**src/rtl/fetch_sequencer.sv**
```systemverilog
// Instruction-fetch sequencer: owns the program counter, fetches 16-bit words over a
// req/ack port, resolves JMP/CALL/RET/HALT internally with a small return-address stack
// and hands every other instruction to the decoder over a valid/ready issue port.
module fetch_sequencer #(
    parameter int unsigned         ADDR_W      = 8,
    parameter int unsigned         STACK_DEPTH = 4,
    parameter logic [ADDR_W-1:0]   RESET_PC    = '0,
    localparam int unsigned        SP_W        = $clog2(STACK_DEPTH + 1)
) (
    input  logic              clk,
    input  logic              rstn,
    input  logic              start,
    output logic              imem_req,
    output logic [ADDR_W-1:0] imem_addr,
    input  logic              imem_ack,
    input  logic [15:0]       imem_rdata,
    output logic              issue_valid,
    output logic [15:0]       issue_instr,
    output logic [ADDR_W-1:0] issue_pc,
    input  logic              issue_ready,
    output logic              halted,
    output logic              fault,
    output logic [ADDR_W-1:0] pc,
    output logic [SP_W-1:0]   sp
);

    localparam logic [2:0] S_IDLE   = 3'd0;
    localparam logic [2:0] S_FETCH  = 3'd1;
    localparam logic [2:0] S_ISSUE  = 3'd2;
    localparam logic [2:0] S_HALTED = 3'd3;
    localparam logic [2:0] S_FAULT  = 3'd4;

    localparam logic [3:0] OP_JMP  = 4'hA;
    localparam logic [3:0] OP_CALL = 4'hC;
    localparam logic [3:0] OP_RET  = 4'hD;
    localparam logic [3:0] OP_HALT = 4'hF;

    localparam int unsigned     IDX_W   = (STACK_DEPTH > 1) ? $clog2(STACK_DEPTH) : 1;
    localparam logic [SP_W-1:0] SP_FULL = SP_W'(STACK_DEPTH);

    logic [2:0]        r_state;
    logic [2:0]        w_state_d;
    logic [ADDR_W-1:0] r_pc;
    logic [ADDR_W-1:0] w_pc_d;
    logic [SP_W-1:0]   r_sp;
    logic [SP_W-1:0]   w_sp_d;
    logic [15:0]       r_instr;
    logic [15:0]       w_instr_d;
    logic [ADDR_W-1:0] r_stack [STACK_DEPTH];

    logic              w_push;
    logic [ADDR_W-1:0] w_pc_inc;
    logic [IDX_W-1:0]  w_push_idx;
    logic [IDX_W-1:0]  w_pop_idx;
    logic [3:0]        w_op;
    logic [ADDR_W-1:0] w_target;

    // pc+1 wraps naturally at ADDR_W bits; it is both the return address and the step.
    assign w_pc_inc   = r_pc + ADDR_W'(1);
    // Indices are only used when the push/pop is legal, so truncation is safe.
    assign w_push_idx = IDX_W'(r_sp);
    assign w_pop_idx  = IDX_W'(r_sp - SP_W'(1));
    assign w_op       = imem_rdata[15:12];
    assign w_target   = ADDR_W'(imem_rdata[7:0]);

    // Next-state decode: control opcodes are resolved on the acknowledging edge.
    always_comb begin
        w_state_d = r_state;
        w_pc_d    = r_pc;
        w_sp_d    = r_sp;
        w_instr_d = r_instr;
        w_push    = 1'b0;
        case (r_state)
            S_IDLE: begin
                if (start) begin
                    w_state_d = S_FETCH;
                end
            end
            S_FETCH: begin
                if (imem_ack) begin
                    case (w_op)
                        OP_JMP: begin
                            w_pc_d = w_target;
                        end
                        OP_CALL: begin
                            if (r_sp == SP_FULL) begin
                                w_state_d = S_FAULT;
                            end else begin
                                w_push = 1'b1;
                                w_sp_d = r_sp + SP_W'(1);
                                w_pc_d = w_target;
                            end
                        end
                        OP_RET: begin
                            if (r_sp == '0) begin
                                w_state_d = S_FAULT;
                            end else begin
                                w_pc_d = r_stack[w_pop_idx];
                                w_sp_d = r_sp - SP_W'(1);
                            end
                        end
                        OP_HALT: begin
                            w_state_d = S_HALTED;
                        end
                        default: begin
                            w_instr_d = imem_rdata;
                            w_state_d = S_ISSUE;
                        end
                    endcase
                end
            end
            S_ISSUE: begin
                if (issue_ready) begin
                    w_pc_d    = w_pc_inc;
                    w_state_d = S_FETCH;
                end
            end
            S_HALTED: begin
                if (start) begin
                    w_pc_d    = w_pc_inc;
                    w_state_d = S_FETCH;
                end
            end
            S_FAULT: begin
                w_state_d = S_FAULT;
            end
            default: begin
                w_state_d = S_IDLE;
            end
        endcase
    end

    // Control state, pc, stack pointer and held instruction.
    always_ff @(posedge clk or negedge rstn) begin
        if (!rstn) begin
            r_state <= S_IDLE;
            r_pc    <= RESET_PC;
            r_sp    <= '0;
            r_instr <= '0;
        end else begin
            r_state <= w_state_d;
            r_pc    <= w_pc_d;
            r_sp    <= w_sp_d;
            r_instr <= w_instr_d;
        end
    end

    // Return-address storage; contents are don't-care after reset and left intact on pop.
    always_ff @(posedge clk) begin
        if (w_push) begin
            r_stack[w_push_idx] <= w_pc_inc;
        end
    end

    assign imem_req    = (r_state == S_FETCH);
    assign imem_addr   = r_pc;
    assign issue_valid = (r_state == S_ISSUE);
    assign issue_instr = r_instr;
    assign issue_pc    = r_pc;
    assign halted      = (r_state == S_HALTED);
    assign fault       = (r_state == S_FAULT);
    assign pc          = r_pc;
    assign sp          = r_sp;

endmodule

```
**config.mk**
```make
export PLATFORM = sky130hd
export DESIGN_NAME = fetch_sequencer
export DESIGN_NICKNAME = d
export VERILOG_FILES = /design/src/rtl/fetch_sequencer.sv
export SDC_FILE = /design/constraint.sdc
export NUM_CORES = 1
export LEC_CHECK = 0
export CORE_ASPECT_RATIO = 0.7
export CORE_MARGIN = 1.5
export CORE_UTILIZATION = 35
export CTS_BUF_LIST = sky130_fd_sc_hd__clkbuf_4 sky130_fd_sc_hd__clkbuf_8
export DETAILED_ROUTE_END_ITERATION = 10
export GPL_TIMING_DRIVEN = 1
export PLACE_DENSITY = 0.63
export SLEW_MARGIN = 20
export SYNTH_ARGS = -nofsm -noshare
export SYNTH_HDL_FRONTEND = slang
export SYNTH_SLANG_ARGS = --single-unit
```
**constraint.sdc**
```tcl
create_clock -name clk -period 2.95 [get_ports clk]
set_input_delay 0.7375 -clock clk [delete_from_list [all_inputs] [get_ports clk]]
set_output_delay 0.7375 -clock clk [all_outputs]
set_load 0.005 [all_outputs]
```
---- Yosys cells after proc, flatten, opt, wreduce, memory -nomap -nowiden ----
Memory sizes are Yosys's and may differ from the RTL's.
Index checks and enable logic that the tools add are counted.
operators by class
  add/subtract/negate cells ............... 3
  equal/unequal tests ..................... 21
  mux-type cells .......................... 23
  bitwise gates (word level) .............. 1
  reductions and logical operators ........ 10
operator list
  kind                 count
  $pmux 8 s3           2
  $mux 8               5
  $pmux 3 s4           2
  $mux 3               7
  $eq 4x4->1 const B   4
  $ne 3x3->1 const B   4
  $add 8x1->8 const B  1
  $ne 2x2->1 const B   4
  $reduce_and 7->1     1
  $eq 3x2->1 const B   2
  $eq 3x3->1 const B   2
  $logic_not 3->1      2
  $mux 1               6
  $ne 2x1->1 const B   3
  $pmux 3 s2           1
  $reduce_and 6->1     1
  $reduce_and 5->1     1
  $ne 4x1->1 const B   1
  $reduce_or 4->1      1
  $add 3x1->3 const B  1
  $eq 3x1->1 const B   1
  $reduce_and 3->1     1
  $reduce_bool 3->1    1
  $sub 3x1->3 const B  1
  3 further kinds      3
storage, ports and cells
  register bits ........................... 30
  RAM bits ................................ 32
  input bits .............................. 21
  memories ................................ 1
memories
  name     depth  bits a word  rd ports  clocked after memory_dff  wr ports  line  source
  r_stack  4      8            1         0                         1         49    logic [ADDR_W-1:0] r_stack [STACK_DEPTH];

---- Depth between registers and ports, before layout ----
Gate-level depths: netlist (run 1).
  word-level depth ........................ 7
  depth in mapped cells ................... 10
  depth with buffers taken out ............ 7

---- Least setup slack after synthesis (run 1) ----
Ideal clock, no wire load.
  path kind ............................... register to register
  start ................................... register r_sp[0], in the netlist sp[0]
  end ..................................... register r_pc[0], in the netlist imem_addr[0]
  library setup time ...................... 0.124 ns
  arrival ................................. 2.108 ns
  required time ........................... 2.826 ns
  slack ................................... 0.718 ns
  cell stages (with the launch flop) ...... 9
  period minus slack after synthesis ...... 2.232 ns
  cells stage by stage .................... dfrtp_1 > buf_2 > inv_1 > ha_1 > clkbuf_1 > mux4_2 > nor2_1 > nor4_2 > a211o_1
on the way
  cells in the longest elaborated chain, start to end .. 6
  elaborated cells between the ends (all ways) .. 11
ends and longest elaborated chain
  item                      line  source
  start: declaration        45    logic [SP_W-1:0] r_sp;
  start signal: assignment  143   r_sp <= w_sp_d;
  $sub 3x1->3               n/a
  $mem_v2 4x8               n/a
  $mux 8                    95    if (r_sp == '0) begin
  $pmux 8 s3                81    case (w_op)
  $mux 8                    80    if (imem_ack) begin
  $pmux 8 s3                73    case (r_state)
  end signal: assignment    142   r_pc <= w_pc_d;
  end: declaration          43    logic [ADDR_W-1:0] r_pc;
Several ways; a longest one is shown, not always the timed one. The select of a mux whose other input is x is not followed.
A chain may end at the register's enable or synchronous reset.

---- Final worst setup path (run 1) ----
  start ................................... register r_state[0]
  end ..................................... output port imem_req
on the way
  cells in the longest elaborated chain, start to end .. 1
ends and longest elaborated chain
  item                      line  source
  start: declaration        41    logic [2:0] r_state;
  start signal: assignment  141   r_state <= w_state_d;
  $eq 3x1->1                155   assign imem_req = (r_state == S_FETCH);
  end: declaration          13    output logic imem_req,
Every way passes these cells.

==> impl_metrics.csv, run 1 <==
group,metric,value,unit
run_status,outcome,"finished clean",
hold_path,min_from,"issue_instr[10]",
power_and_ir_drop,ir_worst_vdd,0.3809,mV
floorplanning,io_pins,68,
sta,worst_pin_slew,0.4451,ns
sta,rsz0062_at_grt,"no",
hold_path,hp-class,"flop to flop",
sta,slew_headroom,0.7030,
power_and_ir_drop,switching_share,0.3249,
detailed_routing,drc,0,
critical_path,path_max_fanout,10,
critical_path,arrival,1.89,ns
logic_synthesis,avgSynthCellArea,12.43,µm²
placement,place_congestion,0.8661,
detailed_routing,drtIter0Drc,111,
placement,place_ws,0.1844,ns
finish,layout-drive-gt1-share,0.1489,
clock_network,clkTransAtPathRegs,0.07,ns
power_and_ir_drop,power_density,1002,mW/mm²
finish,fin_nets,331,
sta,setup_tns,0,ns
clock_network,numCtsBuffers,9,
logic_synthesis,netlist_area,0.003045,mm²
sta,fin_worst_hold_slack,0.4900,ns
logic_synthesis,ys_ff_latch,62,
sta,finalCriticalPeriod,2.628,ns
power_and_ir_drop,p_leak,0.001503,µW
finish,synthToLayoutAreaGrowth,29.99,%
detailed_routing,viasPerCell,4.893,
hold_path,worstHoldEndpoint,"issue_instr[10]",
detailed_routing,met3_length,377,µm
logic_synthesis,synth_edf_count,32,
clock_network,clk_latency,0.34,ns
power_and_ir_drop,p_int,2678,µW
clock_network,cts_resized,0,
logic_synthesis,ys_types,45,
run,max_cap_viol_count,0,
critical_path,reg2reg_from,"sp[1]",
floorplanning,fp.coreArea,0.008443,mm²
detailed_routing,finalWirelength,6.699,mm
critical_path,worstPathCellList,"nor3b_2 > clkdlybuf4s50_1",
power_and_ir_drop,p_seq_frac,0.363,
sta,maxSlewViolCount,0,
clock_network,htree_levels,3,
critical_path,startpoint,"r_state[0]",
critical_path,critPathTopFamily,"buffers and inverters",
clock_network,cts_setup_buffers,0,
critical_path,worst_setup_path_start_kind,"flop",
power_and_ir_drop,p_clk_frac,0.204,
detailed_routing,highest_layer,"met4",
critical_path,reg2reg_depth,7,
power_and_ir_drop,finalPower,3967,µW
global_route,grt_max_degree,31,
global_route,grt_pass1_wl,10.91,mm
logic_synthesis,yosys_warnings,0,
detailed_routing,vias,2099,
detailed_routing,avgRoutedWirePerCell,15.62,µm
critical_path,slowest_delay,0.58,ns
detailed_routing,dr_wl_met2,3.003,mm
global_route,antenna_found_initial,0,
sta,hold_viol_final,0,
hold_path,whs_path_depth,1,
sta,setup_ws,0.3215,ns
floorplanning,initial_core_util,0.3607,
sta,finalClockSkew,0.008139,ns
clock_network,root_buffer,"clkbuf_8",
critical_path,critPathSlowestCell,"clkdlybuf4s50_1",
sta,fmax,380.4,MHz
finish,final_core_util,0.4689,
floorplanning,fp.dieW,114.5,µm
power_and_ir_drop,combinationalPowerShare,0.433,
global_route,grt_pass1_vias,2115,
critical_path,crit_buf_inv,1,
global_route,grtUsageTotal,0.1594,
sta,period_share,0.8910,
critical_path,r2r_setup_slack,0.78,ns
placement,place.detailed.hpwl,4.866,mm
critical_path,critPathRequiredTime,2.21,ns
clock_network,clock_sink_count,62,
global_route,overflow,0,
floorplanning,design.die.area,0.009279,mm²
clock_network,hold_buffers,0,
logic_synthesis,syn_nets,272,
logic_synthesis,netlist_instances,245,
floorplanning,die_y,81.05,µm
detailed_routing,final_antenna_net_count,0,
critical_path,critPathKind,"flop to output port",
placement,place.port_buffers,67,
critical_path,end_kind,"output port",
logic_synthesis,async_reset_ff_frac,0.4839,
floorplanning,rows,28,
detailed_routing,wl_met1,3.206,mm
finish,antenna_cells,0,
clock_network,cts.path.max_buffers,2,
sta,finalSetupViolCount,0,
clock_network,cts_tree,"done",
logic_synthesis,ys_seq_area_frac,0.5620,
logic_synthesis,ys.flop_type,"edfxtp_1",
detailed_routing,firstDrtPassIters,4,
power_and_ir_drop,p_sw,1289,µW
finish,n_fill_cell,787,
critical_path,r2r_end,"imem_addr[0]",
## worst max path at each step
stage                               to  slack, ns  depth (start not counted)
after floorplan           imem_addr[0]       0.72                          8
after global placement    imem_addr[0]       0.23                          6
after detailed placement  imem_addr[0]       0.18                          6
after CTS                     imem_req       0.31                          2
after global routing          imem_req       0.16                          2
final                         imem_req       0.32                          2
## cell families (layout without fill, tap and decap cells)
kind of cell / count (synthesis) / count (layout) / share of synthesized area
buf+inv: 39 / 103 / 0.07518
mux: 25 / 25 / 0.1212
xor+xnor: 10 / 10 / 0.02876
simple gates: 63 / 63 / 0.1076
compound gates: 40 / 40 / 0.08053
flops: 62 / 62 / 0.5620
fa+ha+maj: 6 / 6 / 0.02465
## state kept, by name, summed over array words and instances, names as in the netlist
register / flops
sp: 3
imem_addr: 8
issue_instr: 16
r_stack: 32
r_state: 3
## cell type report
| class | instances | area, µm² | area share |
|---|---|---|---|
| Sequential cell | 62 | 1712 | 0.4324 |
| Multi-Input combinational cell | 144 | 1105 | 0.2791 |
| Timing Repair Buffer | 76 | 738.2 | 0.1865 |
| Tap cell | 120 | 150.1 | 0.03793 |
| Clock buffer | 9 | 123.9 | 0.03129 |
| Clock inverter | 7 | 88.84 | 0.02244 |
| Inverter | 11 | 41.29 | 0.01043 |
## routing by layer
metal	up-vias	GRT usage
met3	14	0.05299
li1	981	-
met1	1032	0.2124
met5	-	0
met4	0	0.06125
met2	72	0.2425
## cell usage after synthesis (all sizes together), types with 2 or more instances
library cell | count | share of area
edfxtp | 32 | 0.32
dfrtp | 30 | 0.25
nand2 | 25 | 0.031
buf | 22 | 0.054
mux2 | 15 | 0.055
nor2 | 15 | 0.018
a21oi | 14 | 0.023
o21ai | 13 | 0.021
inv | 11 | 0.014
mux4 | 8 | 0.059
clkbuf | 6 | 0.0074
ha | 6 | 0.025
xnor2 | 6 | 0.017
nand3 | 5 | 0.0099
xor2 | 4 | 0.012
nor3b | 3 | 0.011
a211o | 2 | 0.0058
a211oi | 2 | 0.0066
a31oi | 2 | 0.0041
and2 | 2 | 0.0041
mux2i | 2 | 0.0066
nand4 | 2 | 0.0041
nor3 | 2 | 0.0033
o22a | 2 | 0.0058
## stage by stage
stage,std cells,cell area [µm²]
2_1_floorplan,245,3045
3_3_place_gp,413,3746
3_5_place_dp,413,3746
4_1_cts,429,3959
5_1_grt,429,3959
6_report,429,3959
## power by group through the flow
| stage | sequential, µW | combinational (µW) | clock, µW |
|---|---|---|---|
| after CTS | 1450 | 1740 | 828 |
| after detailed placement | 1460 | 1730 | 0 |
| after floorplan | 1410 | 1040 | 0 |
| final | 1440 | 1720 | 808 |
| after global routing | 1480 | 1890 | 871 |
| after global placement | 1450 | 1720 | 0 |
## worst register-to-register path: stages, from the launching register on
cell      delay (ns)
dfrtp_1         0.43
inv_1           0.12
ha_1            0.22
a21bo_2         0.24
a211oi_2        0.26
o32a_1          0.42
nor3_1          0.09
a211o_1         0.27
## placed cells by master, fill, tap and decap left out, types with 9 or more instances in the layout
cell | netlist | final
nor2_1 | 15 | 15
dfrtp_1 | 30 | 30
nand2_1 | 25 | 25
inv_1 | 11 | 11
clkbuf_8 | 0 | 9
edfxtp_1 | 32 | 32
clkdlybuf4s50_1 | 0 | 67
a21oi_1 | 14 | 14
buf_4 | 17 | 9
Power figures use the tool's default switching activity.
==> inputs of run 2 (changes only) <==
==> constraint.sdc (replaced) <==
create_clock -name clk -period 2.95 [get_ports clk]
set_input_delay 0.59 -clock clk [delete_from_list [all_inputs] [get_ports clk]]
set_output_delay 0.59 -clock clk [all_outputs]
set_load 0.005 [all_outputs]
==> run 2 against run 1 <==
Combinational power hardly changed. Clock skew hardly changed. Via count is 1.1% lower. Die area stayed put. Final area is 0.79% lower. Critical path type unchanged. Critical endpoint unchanged. Largest power group unchanged.
==> impl_metrics.csv, run 2 (synthesized netlist as in run 1, its figures left out) <==
group,metric,value,unit
finish,final_cell_mix,"clkdlybuf4s50_1, edfxtp_1, dfrtp_1",
clock_network,root_buffer,"clkbuf_8",
sta,fmax,398.9,MHz
global_route,grt_pass1_wl,10.90,mm
critical_path,critPathKind,"flop to output port",
placement,place_congestion,0.8893,
global_route,grtUsageTotal,0.1603,
sta,maxSlewViolCount,0,
power_and_ir_drop,p_seq_frac,0.372,
detailed_routing,avgRoutedWirePerCell,15.69,µm
detailed_routing,finalWirelength,6.716,mm
critical_path,critPathSlowestCell,"clkdlybuf4s50_1",
finish,synthToLayoutAreaGrowth,28.96,%
finish,top_register,"r_stack",
detailed_routing,vias,2075,
power_and_ir_drop,p_leak,0.001492,µW
placement,place.port_buffers,67,
power_and_ir_drop,power_density,992.1,mW/mm²
placement,placed_area,0.003739,mm²
finish,antenna_cells,0,
power_and_ir_drop,p_clk_frac,0.184,
global_route,grt_pass1_vias,2032,
clock_network,cts_setup_buffers,0,
sta,setup_ws,0.4428,ns
clock_network,hold_buffers,0,
sta,worst_pin_slew,0.4718,ns
detailed_routing,final_antenna_net_count,0,
critical_path,path_max_fanout,10,
sta,hold_viol_final,0,
finish,layout-drive-gt1-share,0.1461,
critical_path,crit_buf_inv,1,
floorplanning,rows,28,
run,max_cap_viol_count,0,
clock_network,clk_latency,0.34,ns
global_route,overflow,0,
critical_path,critPathTopFamily,"buffers and inverters",
power_and_ir_drop,p_sw,1308,µW
global_route,grt_max_degree,31,
critical_path,worstPathCellList,"nor3b_2 > clkdlybuf4s50_1",
placement,place_ws,0.2981,ns
clock_network,clock_sink_count,62,
detailed_routing,viasPerCell,4.848,
sta,finalSetupViolCount,0,
floorplanning,die_y,81.05,µm
floorplanning,design.die.area,0.009279,mm²
power_and_ir_drop,ir_worst_vdd,0.4343,mV
global_route,antenna_found_initial,0,
critical_path,critPathRequiredTime,2.36,ns
finish,stdcell_area,0.003928,mm²
sta,finalCriticalPeriod,2.507,ns
clock_network,cts.path.max_buffers,2,
sta,finalClockSkew,0.007975,ns
run_status,outcome,"finished clean",
floorplanning,fp.dieW,114.5,µm
clock_network,cts_tree,"done",
sta,slew_headroom,0.6852,
detailed_routing,drtIter0Drc,117,
critical_path,worst_setup_path_start_kind,"flop",
clock_network,cts_resized,0,
sta,period_share,0.8499,
clock_network,clkTransAtPathRegs,0.07,ns
floorplanning,io_pins,68,
power_and_ir_drop,p_int,2588,µW
hold_path,hp-class,"flop to flop",
floorplanning,fp.coreArea,0.008443,mm²
finish,layout_commonest_cell,"clkdlybuf4s50_1",
finish,largest_register_ff_count,32,
power_and_ir_drop,switching_share,0.3358,
critical_path,slowest_delay,0.59,ns
placement,place.detailed.hpwl,4.770,mm
critical_path,end_kind,"output port",
finish,fin_nets,330,
detailed_routing,firstDrtPassIters,4,
power_and_ir_drop,combinationalPowerShare,0.444,
critical_path,arrival,1.92,ns
sta,fin_worst_hold_slack,0.4889,ns
floorplanning,initial_core_util,0.3607,
sta,setup_tns,0,ns
clock_network,htree_levels,3,
sta,rsz0062_at_grt,"no",
clock_network,numCtsBuffers,9,
detailed_routing,drc,0,
==> run 2: changes by cell type in the layout (fill, tap and decap cells not counted) <==
cell	change
clkinv_2	+1
clkinvlp_4	-1
clkinv_4	+1
buf_4	-1
bufinv_16	-1
==> run 2: worst paths after layout <==
kind / slack [ns] / cells after the start / end / from
max: 0.44 / 2 / imem_req / r_state[0]
min: 0.49 / 1 / issue_instr[10] / issue_instr[10]
max reg2reg: 0.80 / 7 / imem_addr[0] / sp[1]
min reg2reg: 0.49 / 1 / issue_instr[10] / issue_instr[10]
max in group asynchronous: 2.04 / 2 / sp[0] / rstn
min in group asynchronous: 0.63 / 2 / issue_instr[7] / rstn
==> run 2: cell type report <==
| type | count | area, µm² |
|---|---|---|
| clock buffer | 9 | 123.9 |
| timing repair buffer | 75 | 730.7 |
| clock inverter | 7 | 65.06 |
| fill | 785 | 4516 |
| sequential | 62 | 1712 |
| inverter | 11 | 41.29 |
| tap | 120 | 150.1 |
| multi-input combinational | 144 | 1105 |
==> run 2: power by group through the flow <==
| stage | combinational (µW) | sequential (µW) | clock [µW] |
|---|---|---|---|
| floorplan | 1040 | 1410 | 0 |
| global placement | 1710 | 1460 | 0 |
| detailed placement | 1750 | 1470 | 0 |
| CTS | 1760 | 1450 | 737 |
| global route | 1900 | 1490 | 767 |
| finish | 1730 | 1450 | 717 |
==> run 2: routing by layer <==
layer	GRT usage	vias to the layer above	routed length (µm)
met5	0	-	0
met4	0.05250	0	76
met3	0.05299	7	448
met2	0.2305	68	2913
met1	0.2277	1025	3278
li1	-	975	-
==> run 2: per-stage QoR <==
stage,total power [µW],std cells,util
6_report,3897,428,0.4652
5_1_grt,4155,428,0.4652
4_1_cts,3948,428,0.4652
3_5_place_dp,3213,412,0.4428
3_3_place_gp,3168,412,0.4428
2_1_floorplan,2442,245,-
==> inputs of run 3 (changes only) <==
PLACE_DENSITY = 0.65   (was 0.63)
clock period = 2.2 ns   (was 2.95 ns; I/O delays follow)
==> run 3 against run 2 <==
Sequential share of layout area down 2.0 points. Die area did not move. Critical path depth up 1. First-iteration DRC count decreased by 17%. Flip-flop and latch count stayed put. Critical endpoint is now issue_valid. Worst setup slack got worse by 0.33 ns. Clock skew fell by 0.0019 ns. Global-route usage grew 0.060 points. Worst hold slack improved by 0.0024 ns. Cell count grew 4.2%. Final area up 5.0%.
==> impl_metrics.csv, run 3 (synthesized netlist as in run 1, its figures left out) <==
group,metric,value,unit
run_status,outcome,"finished clean",
sta,hold_viol_final,0,
sta,setup_tns,0,ns
placement,place.detailed.hpwl,4.953,mm
clock_network,cts.path.max_buffers,2,
clock_network,clk_latency,0.34,ns
global_route,grt_max_degree,31,
clock_network,cts_resized,1,
sta,period_share,0.9469,
global_route,antenna_found_initial,0,
finish,layout_commonest_cell,"clkdlybuf4s50_1",
clock_network,hold_buffers,0,
critical_path,critPathTopFamily,"buffers and inverters",
detailed_routing,drtIter0Drc,97,
critical_path,critPathRequiredTime,1.76,ns
global_route,overflow,0,
finish,fin_cells,446,
finish,largest_register_ff_count,32,
placement,place.port_buffers,67,
global_route,grt_pass1_vias,2135,
detailed_routing,drc,0,
floorplanning,rows,28,
finish,synthToLayoutAreaGrowth,35.42,%
sta,slew_headroom,0.7290,
clock_network,htree_levels,3,
clock_network,cts_setup_buffers,0,
critical_path,arrival,1.64,ns
detailed_routing,finalWirelength,6.832,mm
floorplanning,fp.coreArea,0.008443,mm²
critical_path,crit_buf_inv,1,
floorplanning,die_y,81.05,µm
sta,finalSetupViolCount,0,
clock_network,root_buffer,"clkbuf_8",
floorplanning,fp.dieW,114.5,µm
global_route,grtUsageTotal,0.1609,
floorplanning,initial_core_util,0.3607,
power_and_ir_drop,power_density,1351,mW/mm²
hold_path,hp-class,"input pin to async pin",
clock_network,numCtsBuffers,9,
finish,layout-drive-gt1-share,0.2055,
power_and_ir_drop,finalPower,5572,µW
floorplanning,io_pins,68,
critical_path,worstPathCellList,"nand2b_1 > nor2_1 > clkdlybuf4s50_1",
clock_network,clock_sink_count,62,
critical_path,slowest_delay,0.51,ns
detailed_routing,final_antenna_net_count,0,
placement,placed_cells,430,
finish,final_cell_mix,"clkdlybuf4s50_1, edfxtp_1, dfrtp_1",
finish,top_register,"r_stack",
placement,place_congestion,0.7761,
critical_path,worst_setup_path_start_kind,"flop",
finish,final_core_util,0.4884,
finish,antenna_cells,0,
power_and_ir_drop,p_leak,0.001599,µW
sta,finalCriticalPeriod,2.083,ns
critical_path,end_kind,"output port",
clock_network,cts_tree,"done",
detailed_routing,firstDrtPassIters,4,
sta,rsz0062_at_grt,"no",
detailed_routing,viasPerCell,4.765,
global_route,grt_pass1_wl,10.96,mm
critical_path,critPathSlowestCell,"clkdlybuf4s50_1",
sta,fmax,480.1,MHz
critical_path,critPathKind,"flop to output port",
sta,finalClockSkew,0.006040,ns
critical_path,path_max_fanout,7,
detailed_routing,vias,2125,
clock_network,clkTransAtPathRegs,0.07,ns
run,max_cap_viol_count,0,
power_and_ir_drop,ir_worst_vdd,0.5788,mV
finish,fin_nets,348,
sta,worst_pin_slew,0.4051,ns
detailed_routing,avgRoutedWirePerCell,15.32,µm
floorplanning,design.die.area,0.009279,mm²
sta,maxSlewViolCount,0,
[run 3: cell count changes in the layout (fill, tap and decap cells not counted), sizes merged]
cell / delta
clkinv: -2
buf: +18
bufinv: +1
clkbuf: +1
[run 3: cell type report]
class | instances | area [µm²]
multi-input combinational | 144 | 1117
timing repair buffer | 93 | 878.3
fill | 759 | 4319
clock buffer | 10 | 137.6
sequential | 62 | 1714
clock inverter | 6 | 85.08
inverter | 11 | 41.29
tap | 120 | 150.1
[run 3: worst register-to-register path, stage by stage (launching register included)]
cell and delay, ns:
dfrtp_1 0.39, inv_1 0.12, ha_1 0.23, a21bo_2 0.24, a211oi_2 0.26, o32a_2 0.30
nor3_1 0.06, a211o_1 0.26
[run 3: final timing paths]
path / from / end / slack (ns) / depth (start not counted)
worst max-delay path: r_state[2] / issue_valid / 0.12 / 3
worst min-delay path: rstn / issue_instr[9] / 0.49 / 2
worst max register to register: sp[1] / imem_addr[0] / 0.22 / 7
worst min register to register: issue_instr[10] / issue_instr[10] / 0.50 / 1
max in group asynchronous: rstn / r_state[0] / 1.39 / 2
min in group clk: issue_instr[10] / issue_instr[10] / 0.50 / 1
[run 3: metrics by stage]
step / setup slack, ns / hold slack (ns) / instance area, µm²
2_1_floorplan: 0.05388 / 0.1444 / 3047
3_3_place_gp: -0.1230 / 0.4761 / 3886
3_5_place_dp: -0.1878 / 0.4820 / 3886
4_1_cts: 0.01175 / 0.4903 / 4115
5_1_grt: 0.04934 / 0.5089 / 4124
6_report: 0.1169 / 0.4913 / 4124
[run 3: power breakdown]
group / internal (µW) / switching (µW)
clock: 664 / 454
combinational: 1490 / 1050
sequential: 1620 / 291
[run 3: metal layers]
layer / GRT usage / wire, µm
met4: 0.04125 / 46
met2: 0.2419 / 3032
met1: 0.2239 / 3380
met3: 0.05448 / 373
met5: 0 / 0
